$ cat config.mk
export PLATFORM = sky130hd
export DESIGN_NAME = multi_monostable
export DESIGN_NICKNAME = d
export VERILOG_FILES = /design/src/rtl/multi_monostable.sv
export SDC_FILE = /design/constraint.sdc
export NUM_CORES = 1
export LEC_CHECK = 0
export CAP_MARGIN = 40
export CORE_UTILIZATION = 49
export DETAILED_ROUTE_END_ITERATION = 12
export GPL_TIMING_DRIVEN = 0
export HOLD_SLACK_MARGIN = 0.06
export PLACE_DENSITY = 0.68
export RECOVER_POWER = 50
export SYNTH_ARGS = -nofsm -noshare
export SYNTH_HDL_FRONTEND = slang
export SYNTH_SLANG_ARGS = --single-unit
$ cat constraint.sdc
create_clock -name clk -period 2.74 [get_ports clk]
set_input_delay 0.411 -clock clk [delete_from_list [all_inputs] [get_ports clk]]
set_output_delay 0.411 -clock clk [all_outputs]
set_load 0.01 [all_outputs]
$ cat src/rtl/multi_monostable.sv
// rtl/multi_monostable.sv - multi-channel debounced one-shot pulse generator with optional retrigger
module multi_monostable #(
    parameter int CHANNELS        = 4,
    parameter int DEBOUNCE_CYCLES = 2,
    parameter int CNT_W           = 8
) (
    input  logic                clk,
    input  logic                reset,
    input  logic [CHANNELS-1:0] din,
    input  logic [CNT_W-1:0]    pulse_len,
    input  logic                retrig_en,
    output logic [CHANNELS-1:0] dout,
    output logic [CHANNELS-1:0] busy,
    output logic [CHANNELS-1:0] done
);

    localparam int              DB_W    = $clog2(DEBOUNCE_CYCLES) + 1;
    localparam logic [DB_W-1:0] DB_LAST = DB_W'(DEBOUNCE_CYCLES - 1);

    typedef enum logic [1:0] {
        IDLE     = 2'd0,
        DEBOUNCE = 2'd1,
        PULSE    = 2'd2,
        WAIT_REL = 2'd3
    } state_t;

    logic [CHANNELS-1:0] sync1_q, sync1_d;
    logic [CHANNELS-1:0] din_s_q, din_s_d;
    logic [CHANNELS-1:0] din_d_q, din_d_d;
    logic [CNT_W-1:0]    len_eff;

    // A programmed length of zero still produces a one-cycle pulse.
    assign len_eff = (pulse_len == '0) ? CNT_W'(1) : pulse_len;

    always_comb begin
        sync1_d = din;
        din_s_d = sync1_q;
        din_d_d = din_s_q;
    end

    always_ff @(posedge clk or negedge reset) begin
        if (!reset) begin
            sync1_q <= '0;
            din_s_q <= '0;
            din_d_q <= '0;
        end else begin
            sync1_q <= sync1_d;
            din_s_q <= din_s_d;
            din_d_q <= din_d_d;
        end
    end

    for (genvar g = 0; g < CHANNELS; g++) begin : g_ch
        state_t           state_q, state_d;
        logic [DB_W-1:0]  db_cnt_q, db_cnt_d;
        logic [CNT_W-1:0] pulse_cnt_q, pulse_cnt_d;
        logic             dout_q, dout_d;
        logic             busy_q, busy_d;
        logic             done_q, done_d;
        logic             rise;
        logic             lvl;

        assign lvl  = din_s_q[g];
        assign rise = din_s_q[g] & ~din_d_q[g];

        always_comb begin
            state_d     = state_q;
            db_cnt_d    = db_cnt_q;
            pulse_cnt_d = pulse_cnt_q;
            done_d      = 1'b0;
            case (state_q)
                IDLE: begin
                    if (rise) begin
                        state_d  = DEBOUNCE;
                        db_cnt_d = '0;
                    end
                end
                DEBOUNCE: begin
                    if (!lvl) begin
                        state_d = IDLE;
                    end else if (db_cnt_q == DB_LAST) begin
                        state_d     = PULSE;
                        pulse_cnt_d = len_eff;
                    end else begin
                        db_cnt_d = db_cnt_q + DB_W'(1);
                    end
                end
                PULSE: begin
                    // Retrigger wins over expiry so an extension never emits a done strobe.
                    if (retrig_en && rise) begin
                        pulse_cnt_d = len_eff;
                    end else if (pulse_cnt_q == CNT_W'(1)) begin
                        state_d     = lvl ? WAIT_REL : IDLE;
                        pulse_cnt_d = '0;
                        done_d      = 1'b1;
                    end else begin
                        pulse_cnt_d = pulse_cnt_q - CNT_W'(1);
                    end
                end
                WAIT_REL: begin
                    if (!lvl) begin
                        state_d = IDLE;
                    end
                end
                default: state_d = IDLE;
            endcase
            dout_d = (state_d == PULSE);
            busy_d = (state_d != IDLE);
        end

        always_ff @(posedge clk or negedge reset) begin
            if (!reset) begin
                state_q     <= IDLE;
                db_cnt_q    <= '0;
                pulse_cnt_q <= '0;
                dout_q      <= 1'b0;
                busy_q      <= 1'b0;
                done_q      <= 1'b0;
            end else begin
                state_q     <= state_d;
                db_cnt_q    <= db_cnt_d;
                pulse_cnt_q <= pulse_cnt_d;
                dout_q      <= dout_d;
                busy_q      <= busy_d;
                done_q      <= done_d;
            end
        end

        assign dout[g] = dout_q;
        assign busy[g] = busy_q;
        assign done[g] = done_q;
    end

endmodule

==> flow_metrics.tcl, run 1 <==
set metrics [dict create \
    status "finished clean" \
    cts.sinks 72 \
    cts.clk_slew.worst_paths_ns 0.07 \
    avgViaCountPerCell 6.05 \
    drv_cap 0 \
    post-route-min-period_ns 2.08 \
    arrival_ns 2.36 \
    synth_area_leaders "dfrtp_1 43%, o21ai_0 4.3%, ha_1 3.6%" \
    hp-class "flip-flop to flip-flop" \
    placedInstanceArea_sq_um 4620 \
    grt_antenna_before_repair 0 \
    final_layout_size_suffix_gt1_share_pct 10.7 \
    cts_tree "done" \
    p_per_area_nw_per_um2 1030 \
    critPathMostFrequentCell "buf_6" \
    vias 3579 \
    insertion_delay_ns 0.35 \
    hold_buffers 1 \
    async_flop_share_pct 100 \
    yosysWarnings 0 \
    num_io_pins 27 \
    cpMaxStageDelayCell "clkdlybuf4s50_1" \
    initial_utilization_pct 51.0 \
    drc_errors 0 \
    cts_setup_buffers 0 \
    yosysTopAreaCellShare_pct 42.8 \
    antenna_cells 0 \
    synth_top_flop_cell "dfrtp_1" \
    synth.distinct_cells 63 \
    synth_edf_count 0 \
    ys_ff_latch 72 \
    clock_skew_ns 0.0128 \
    clk_path_buf_depth 2 \
    worstSetupStartpointType "primary input" \
    cp_num_buf_inv 4 \
    path_cells "clkdlybuf4s50_1 > and3b_1 > buf_6 > or2_0 > buf_2 > buf_6 > o31ai_4 > a22o_1" \
    core_sq_um 8260 \
    fp-row-count 33 \
    grt_pass1_vias 3366 \
    die_area_sq_um 8960 \
    vdd_drop_max_uv 439 \
    design_area_sq_um 4760 \
    numPortBuffers 26 \
    root_buffer "clkbuf_8" \
    cts_htree_levels 3 \
    finalMaxSlewViolations 0 \
    drtIter0Drc 144 \
    fin_crit_sh_pct 75.8 \
    die_w_um 94.7 \
    ant_nets 0 \
    hold_viol 0 \
    crit_type "primary input to flip-flop" \
    syn_area_per_cell_sq_um 9.48 \
    grt_pass1_wl_um 15900 \
    wirelength_um 9220 \
    critical_path.max_fanout 10 \
    fin_tns_setup_ns 0 \
    yosysSeqAreaShare_pct 42.8 \
    power_mw 4.93 \
    worst_pin_slew_ns 0.910 \
    rsz0062_at_grt "no" \
    finalSetupViolCount 0 \
    netlist_instances 444 \
    syn_area_sq_um 4210 \
    area.growth.synth_to_final_pct 13.2 \
    wl_per_cell_um 15.6 \
    cts-resized-gates 0 \
    stdcell_count 592 \
    crit_required_ns 3.03 \
    dp_hpwl_um 6510 \
    cpPeakStageDelay_ns 0.62 \
    nNetsFinal 510 \
    firstDrtPassIters 5 \
    yosysTopAreaCell "dfrtp_1" \
    post-place-cells 576 \
    numCtsBuffers 9 \
    die_h_um 94.7 \
    fmax_mhz 481 \
    p_leak_nw 2.03 \
    critical_path.top_delay_family "buffers and inverters" \
    track_usage_pct 22.7 \
    grt.overflow.total 0 \
    syn_nets 471 \
    end_kind "flip-flop" \
    grt_max_degree 39 \
    gp_congestion 0.866 \
    max_slew_margin_pct 39.4 \
]
==> report_power, final <==
group | switching, mW | internal, mW | total (mW)
Combinational | 1.30 | 1.04 | 2.34
Clock | 0.393 | 0.319 | 0.712
Sequential | 0.412 | 1.46 | 1.87
Total | 2.10 | 2.82 | 4.93
==> cell type report <==
type                            count  area [sq um]
Clock buffer                       11           131
Tap cell                          105           131
Inverter                           34           128
Sequential cell                    72          1800
Timing Repair Buffer               28           270
Fill cell                         742          3490
Multi-Input combinational cell    306          2090
Clock inverter                      4          22.5
Buffer                             32           190
==> kinds of logic after synthesis <==
| logic type | synth area share, % |
|---|---|
| flops | 42.8 |
| mux | 0.476 |
| simple gates | 18.9 |
| buf+inv | 7.55 |
| fa+ha+maj | 3.57 |
| compound gates | 26.7 |
==> worst paths after layout <==
check                           slack, ns                      to           startpoint  cells after the start
worst max-delay path                 0.66  g_ch[3].pulse_cnt_q[6]            retrig_en                      8
worst min-delay path                 0.35              din_d_d[0]           din_s_d[0]                      0
worst max register to register       0.67  g_ch[2].pulse_cnt_q[3]  g_ch[2].db_cnt_q[1]                      7
worst min register to register       0.35              din_d_d[0]           din_s_d[0]                      0
max in group asynchronous            0.67     g_ch[2].db_cnt_q[0]                reset                      3
min in group asynchronous            0.68  g_ch[0].pulse_cnt_q[6]                reset                      2
==> flip-flops by register name (all words and copies together), names as in the netlist <==
register          cells
din_d_d               4
g_ch.done_q           4
g_ch.pulse_cnt_q     32
g_ch.state_q          8
din_s_d               4
g_ch.busy_q           4
g_ch.dout_q           4
g_ch.db_cnt_q         8
din_d_q               4
==> cells in the mapped netlist (3+ instances only) <==
| master | number |
|---|---|
| dfrtp_1 | 72 |
| o21ai_0 | 36 |
| inv_1 | 34 |
| nand2_1 | 29 |
| nor2_1 | 21 |
| a21oi_1 | 18 |
| nor3_1 | 18 |
| nand2b_1 | 13 |
| a22o_1 | 12 |
| buf_4 | 12 |
| ha_1 | 12 |
| o2bb2ai_1 | 11 |
| a32oi_1 | 10 |
| clkbuf_1 | 10 |
| nand3_1 | 9 |
| nor2b_1 | 9 |
| buf_2 | 8 |
| a211oi_1 | 7 |
| a22oi_1 | 6 |
| and3b_1 | 6 |
| nor4_1 | 6 |
| o21ai_1 | 6 |
| a21o_1 | 5 |
| o31ai_1 | 5 |
| o22ai_1 | 4 |
| a31oi_1 | 3 |
| a32o_1 | 3 |
| nor4b_2 | 3 |
| o211ai_1 | 3 |
| o221ai_1 | 3 |
| o41ai_1 | 3 |
| or3_1 | 3 |
==> cell usage in the layout, fill, tap and decap left out, types with 7 or more instances in the layout <==
master           instances
a21oi_1                 18
a22o_1                  12
nor2_1                  21
ha_1                    12
dfrtp_1                 72
a32oi_1                 10
clkbuf_8                 9
inv_1                   34
a211oi_1                 7
o21ai_0                 36
buf_4                   12
clkdlybuf4s50_1         21
o2bb2ai_1               11
nand2b_1                13
nand2_1                 29
buf_2                    8
clkbuf_1                12
nor3_1                  18
nor2b_1                  9
nand3_1                  9
==> per-stage QoR <==
step	util [%]	hold slack [ns]	setup WS (ns)
after global routing	57.7	0.351	0.253
after CTS	57.9	0.347	0.674
after global placement	55.7	0.333	-1.19
after detailed placement	55.9	0.335	0.331
final	57.7	0.348	0.663
after floorplan	-	0.115	0.988
==> per-layer routing <==
layer	vias up	GRT usage, %	wire length, um	part of all wire, %
met5	-	0	0	0
met4	0	6.82	131	1.4
met3	13	5.23	471	5.1
met2	103	36.1	4240	46
met1	1735	30.8	4380	47
li1	1728	-	-	-
(Power assumes the default switching activity.)
==> run 2, diff against run 1 <==
- clock period: 2.74 -> 2.05 ns (I/O delays scaled with it)
==> flow_metrics.tcl, run 2 (synthesized netlist as in run 1, its figures left out) <==
set metrics [dict create \
    vias 3588 \
    gp_congestion 0.866 \
    post-route-min-period_ns 1.97 \
    status "finished clean" \
    avgViaCountPerCell 6.07 \
    crit_type "primary input to flip-flop" \
    clk_path_buf_depth 2 \
    grt_pass1_vias 3366 \
    mostFrequentLayoutCell "dfrtp_1" \
    numCtsBuffers 9 \
    insertion_delay_ns 0.36 \
    core_sq_um 8260 \
    grt_antenna_before_repair 0 \
    wirelength_um 9320 \
    root_buffer "clkbuf_8" \
    die_area_sq_um 8960 \
    critPathMostFrequentCell "buf_6" \
    finalSetupViolCount 0 \
    dp_hpwl_um 6510 \
    combPwrFrac_pct 47.8 \
    worst_pin_slew_ns 0.845 \
    track_usage_pct 22.7 \
    grt.overflow.total 0 \
    final_cell_mix "72 x dfrtp_1, 34 x inv_1, 33 x o21ai_0" \
    drv_cap 0 \
    cpPeakStageDelay_ns 0.62 \
    drc_errors 0 \
    vdd_drop_max_uv 587 \
    reg_top3 "g_ch.pulse_cnt_q: 32 flops, g_ch.db_cnt_q: 8 flops, g_ch.state_q: 8 flops" \
    firstDrtPassIters 4 \
    p_per_area_nw_per_um2 1390 \
    nNetsFinal 509 \
    ant_nets 0 \
    area.growth.synth_to_final_pct 14.0 \
    finalMaxSlewViolations 0 \
    grt_pass1_wl_um 15900 \
    largest_reg_flops 32 \
    num_io_pins 27 \
    intPower_mw 3.80 \
    drtIter0Drc 136 \
    fp-row-count 33 \
    rsz0062_at_grt "no" \
    critical_path.max_fanout 10 \
    wl_per_cell_um 15.8 \
    p_seq_share_pct 37.9 \
    post-place-cells 576 \
    switching_power_mw 2.85 \
    final_layout_size_suffix_gt1_share_pct 11.3 \
    initial_utilization_pct 51.0 \
    fin_util_pct 58.1 \
    clock_skew_ns 0.0136 \
    whs_ns 0.347 \
    cts_tree "done" \
    max_slew_margin_pct 43.7 \
    fin_crit_sh_pct 96.0 \
    arrival_ns 2.26 \
    stdcell_count 591 \
    hold_viol 0 \
    cts_htree_levels 3 \
    hp-class "flip-flop to flip-flop" \
    die_w_um 94.7 \
    end_kind "flip-flop" \
    antenna_cells 0 \
    grt_max_degree 39 \
    p_sw_share_pct 42.9 \
    p_leak_nw 2.03 \
    top_register "g_ch.pulse_cnt_q" \
    numPortBuffers 26 \
    power_frac_clock_pct 14.3 \
    die_h_um 94.7 \
    fmax_mhz 508 \
    worstSetupStartpointType "primary input" \
    cts.sinks 72 \
    power_mw 6.65 \
    cpMaxStageDelayCell "clkdlybuf4s50_1" \
    crit_required_ns 2.34 \
    path_cells "clkdlybuf4s50_1 > and3b_1 > buf_6 > or2_0 > buf_2 > buf_6 > o31ai_4 > a22o_1" \
    cts.clk_slew.worst_paths_ns 0.07 \
]
==> run 2: cell types whose count changed in the layout (fill, tap and decap cells not counted), sizes merged <==
cell    previous run  this run
clkbuf            23        22
==> run 2: repair_timing <==
action                                  4_1_cts  5_1_grt
hold buffers                                  1        0
hold endpoints to repair                     34        0
setup buffers                                 0        0
endpoints found under the setup margin        2       15
resized for setup                             1        7
==> run 2: final timing paths <==
| check | start | to | slack (ns) | depth (start not counted) |
|---|---|---|---|---|
| max in group asynchronous | reset | g_ch[2].pulse_cnt_q[2] | 0.38 | 3 |
| min in group asynchronous | reset | g_ch[0].pulse_cnt_q[6] | 0.58 | 2 |
| setup / recovery | retrig_en | g_ch[3].pulse_cnt_q[6] | 0.08 | 8 |
| hold reg to reg | din_s_d[0] | din_d_d[0] | 0.35 | 0 |
| hold / removal | din_s_d[0] | din_d_d[0] | 0.35 | 0 |
| setup reg to reg | g_ch[3].pulse_cnt_q[1] | g_ch[3].busy_q | 0.10 | 6 |
==> run 2: power groups by stage <==
stage / combinational [mW] / sequential, mW / clock, mW
6_report: 3.18 / 2.52 / 0.950
3_3_place_gp: 3.04 / 2.49 / 0
5_1_grt: 3.58 / 2.62 / 1.04
4_1_cts: 3.13 / 2.49 / 0.980
3_5_place_dp: 3.11 / 2.51 / 0
2_1_floorplan: 2.41 / 2.38 / 0
==> run 2: critical path: cells and delay by family <==
family	cells	cell delay, ns
compound gates	2	0.39
buf+inv	4	1.07
simple gates	2	0.48
==> run 2: metrics by stage <==
stage | area (sq um) | setup WS (ns) | setup TNS, ns
floorplan | 4210 | 0.298 | 0
global placement | 4600 | -1.77 | -132.53
detailed placement | 4620 | -0.255 | -5.06
CTS | 4780 | 0.0194 | 0
global route | 4800 | 0.00117 | 0
finish | 4800 | 0.0821 | 0
==> run 2: routing by layer <==
layer	part of all wire, %	track usage (%)	wire length, um	vias up
li1	-	-	-	1723
met1	47	30.8	4350	1750
met2	46	36.1	4330	102
met3	5.3	5.23	495	13
met4	1.5	6.82	144	0
met5	0	0	0	-
==> run 2: cell type report <==
cell class	count	area, sq um
Fill cell	743	3460
Inverter	34	128
Multi-Input combinational cell	306	2120
Buffer	31	186
Tap cell	105	131
Timing Repair Buffer	28	273
Clock buffer	11	131
Sequential cell	72	1800
Clock inverter	4	22.5
==> run 3, diff against run 2 <==
- CORE_MARGIN: unset -> 2
==> flow_metrics.tcl, run 3 (synthesized netlist as in run 1, its figures left out) <==
set metrics [dict create \
    mostFrequentLayoutCell "dfrtp_1" \
    arrival_ns 2.17 \
    firstDrtPassIters 4 \
    insertion_delay_ns 0.35 \
    crit_required_ns 2.28 \
    num_io_pins 27 \
    clock_skew_ns 0.00740 \
    die_w_um 96.7 \
    largest_reg_flops 32 \
    placedInstanceArea_sq_um 4630 \
    max_slew_margin_pct 13.6 \
    grt_pass1_wl_um 15600 \
    clk_path_buf_depth 2 \
    core_sq_um 8260 \
    grt.overflow.total 0 \
    finalMaxSlewViolations 0 \
    p_per_area_nw_per_um2 1450 \
    crit_type "flip-flop to flip-flop" \
    numPortBuffers 26 \
    dp_hpwl_um 6530 \
    gp_congestion 0.855 \
    area.growth.synth_to_final_pct 16.8 \
    post-place-cells 576 \
    stdcell_count 593 \
    p_leak_nw 2.10 \
    ant_nets 0 \
    fmax_mhz 515 \
    numCtsBuffers 9 \
    wirelength_um 9310 \
    avgViaCountPerCell 5.99 \
    vias 3550 \
    design_area_sq_um 4920 \
    drc_errors 0 \
    end_kind "flip-flop" \
    fin_tns_setup_ns 0 \
    top_register "g_ch.pulse_cnt_q" \
    cts.sinks 72 \
    cts.clk_slew.worst_paths_ns 0.07 \
    critical_path.max_fanout 10 \
    track_usage_pct 20.2 \
    cts_tree "done" \
    cts_htree_levels 3 \
    hold_viol 0 \
    post-route-min-period_ns 1.94 \
    die_area_sq_um 9350 \
    final_layout_size_suffix_gt1_share_pct 11.5 \
    hp-class "flip-flop to flip-flop" \
    grt_max_degree 52 \
    antenna_cells 0 \
    final_cell_mix "72 x dfrtp_1, 34 x inv_1, 33 x o21ai_0" \
    initial_utilization_pct 51.0 \
    drv_cap 0 \
    wl_per_cell_um 15.7 \
    root_buffer "clkbuf_8" \
    whs_ns 0.352 \
    status "finished clean" \
    drtIter0Drc 161 \
    fp-row-count 33 \
    rsz0062_at_grt "no" \
    vdd_drop_max_uv 667 \
    die_h_um 96.7 \
    worstSetupStartpointType "flip-flop" \
    finalSetupViolCount 0 \
    worst_pin_slew_ns 1.30 \
    grt_pass1_vias 3260 \
    fin_crit_sh_pct 94.7 \
    grt_antenna_before_repair 0 \
    nNetsFinal 510 \
    reg_top3 "g_ch.pulse_cnt_q: 32 flops, g_ch.db_cnt_q: 8 flops, g_ch.state_q: 8 flops" \
]
-- run 3: cell types whose count changed in the layout (fill, tap and decap cells not counted), sizes merged --
cell,previous run,this run
buf,22,23
bufinv,0,3
clkdlybuf4s50,21,20
clkinv,3,1
dlymetal6s2s,0,1
-- run 3: cell type report --
class | count | area, sq um
multi-input combinational | 306 | 2120
timing repair buffer | 28 | 294
clock inverter | 5 | 103
fill | 727 | 3340
sequential | 72 | 1800
inverter | 34 | 128
buffer | 32 | 190
tap | 105 | 131
clock buffer | 11 | 151
-- run 3: critical path, stage by stage (launching register included) --
cell,delay [ns]
dfrtp_1,0.40
inv_1,0.06
ha_1,0.13
clkbuf_1,0.27
nand2_1,0.17
o21ai_4,0.31
o21ai_1,0.13
a221o_1,0.36
-- run 3: report_power, final --
group / internal, mW / leakage [nW] / switching [mW] / total (mW)
clock: 0.873 / 0.126 / 0.536 / 1.41
combinational: 1.42 / 1.08 / 1.77 / 3.19
sequential: 1.95 / 0.891 / 0.554 / 2.51
-- run 3: what timing repair did --
| action | 4_1_cts | 5_1_grt |
|---|---|---|
| hold buffers | 1 | 0 |
| resized for setup | 0 | 8 |
| buffers inserted | 0 | 0 |
| endpoints found under the hold margin | 21 | 0 |
| setup endpoints to repair | 0 | 15 |
-- run 3: path summary, 6_finish.rpt --
| kind | start | endpoint | slack [ns] | depth (start not counted) |
|---|---|---|---|---|
| min reg2reg | din_s_d[3] | din_d_d[3] | 0.35 | 0 |
| max | g_ch[3].db_cnt_q[1] | g_ch[3].pulse_cnt_q[7] | 0.11 | 7 |
| max reg2reg | g_ch[3].db_cnt_q[1] | g_ch[3].pulse_cnt_q[7] | 0.11 | 7 |
| min | din_s_d[3] | din_d_d[3] | 0.35 | 0 |
| max in group asynchronous | reset | g_ch[1].pulse_cnt_q[3] | 0.42 | 3 |
| min in group asynchronous | reset | g_ch[3].db_cnt_q[0] | 0.77 | 2 |
-- run 3: through the flow --
| stage | util (%) | total power, mW | setup slack [ns] |
|---|---|---|---|
| 2_1_floorplan | - | 4.78 | 0.298 |
| 3_3_place_gp | 55.7 | 5.53 | -1.84 |
| 3_5_place_dp | 56.0 | 5.64 | -0.290 |
| 4_1_cts | 59.2 | 7.07 | 0.0240 |
| 5_1_grt | 59.5 | 7.65 | 0.00309 |
| 6_report | 59.5 | 7.10 | 0.109 |
-- run 3: layer usage --
| layer | routed length [um] | global-route usage (%) | share of wire [%] |
|---|---|---|---|
| met2 | 4360 | 32.1 | 47 |
| met4 | 139 | 6.18 | 1.5 |
| met1 | 4430 | 27.8 | 48 |
| met5 | 0 | 0 | 0 |
| met3 | 375 | 4.48 | 4.0 |
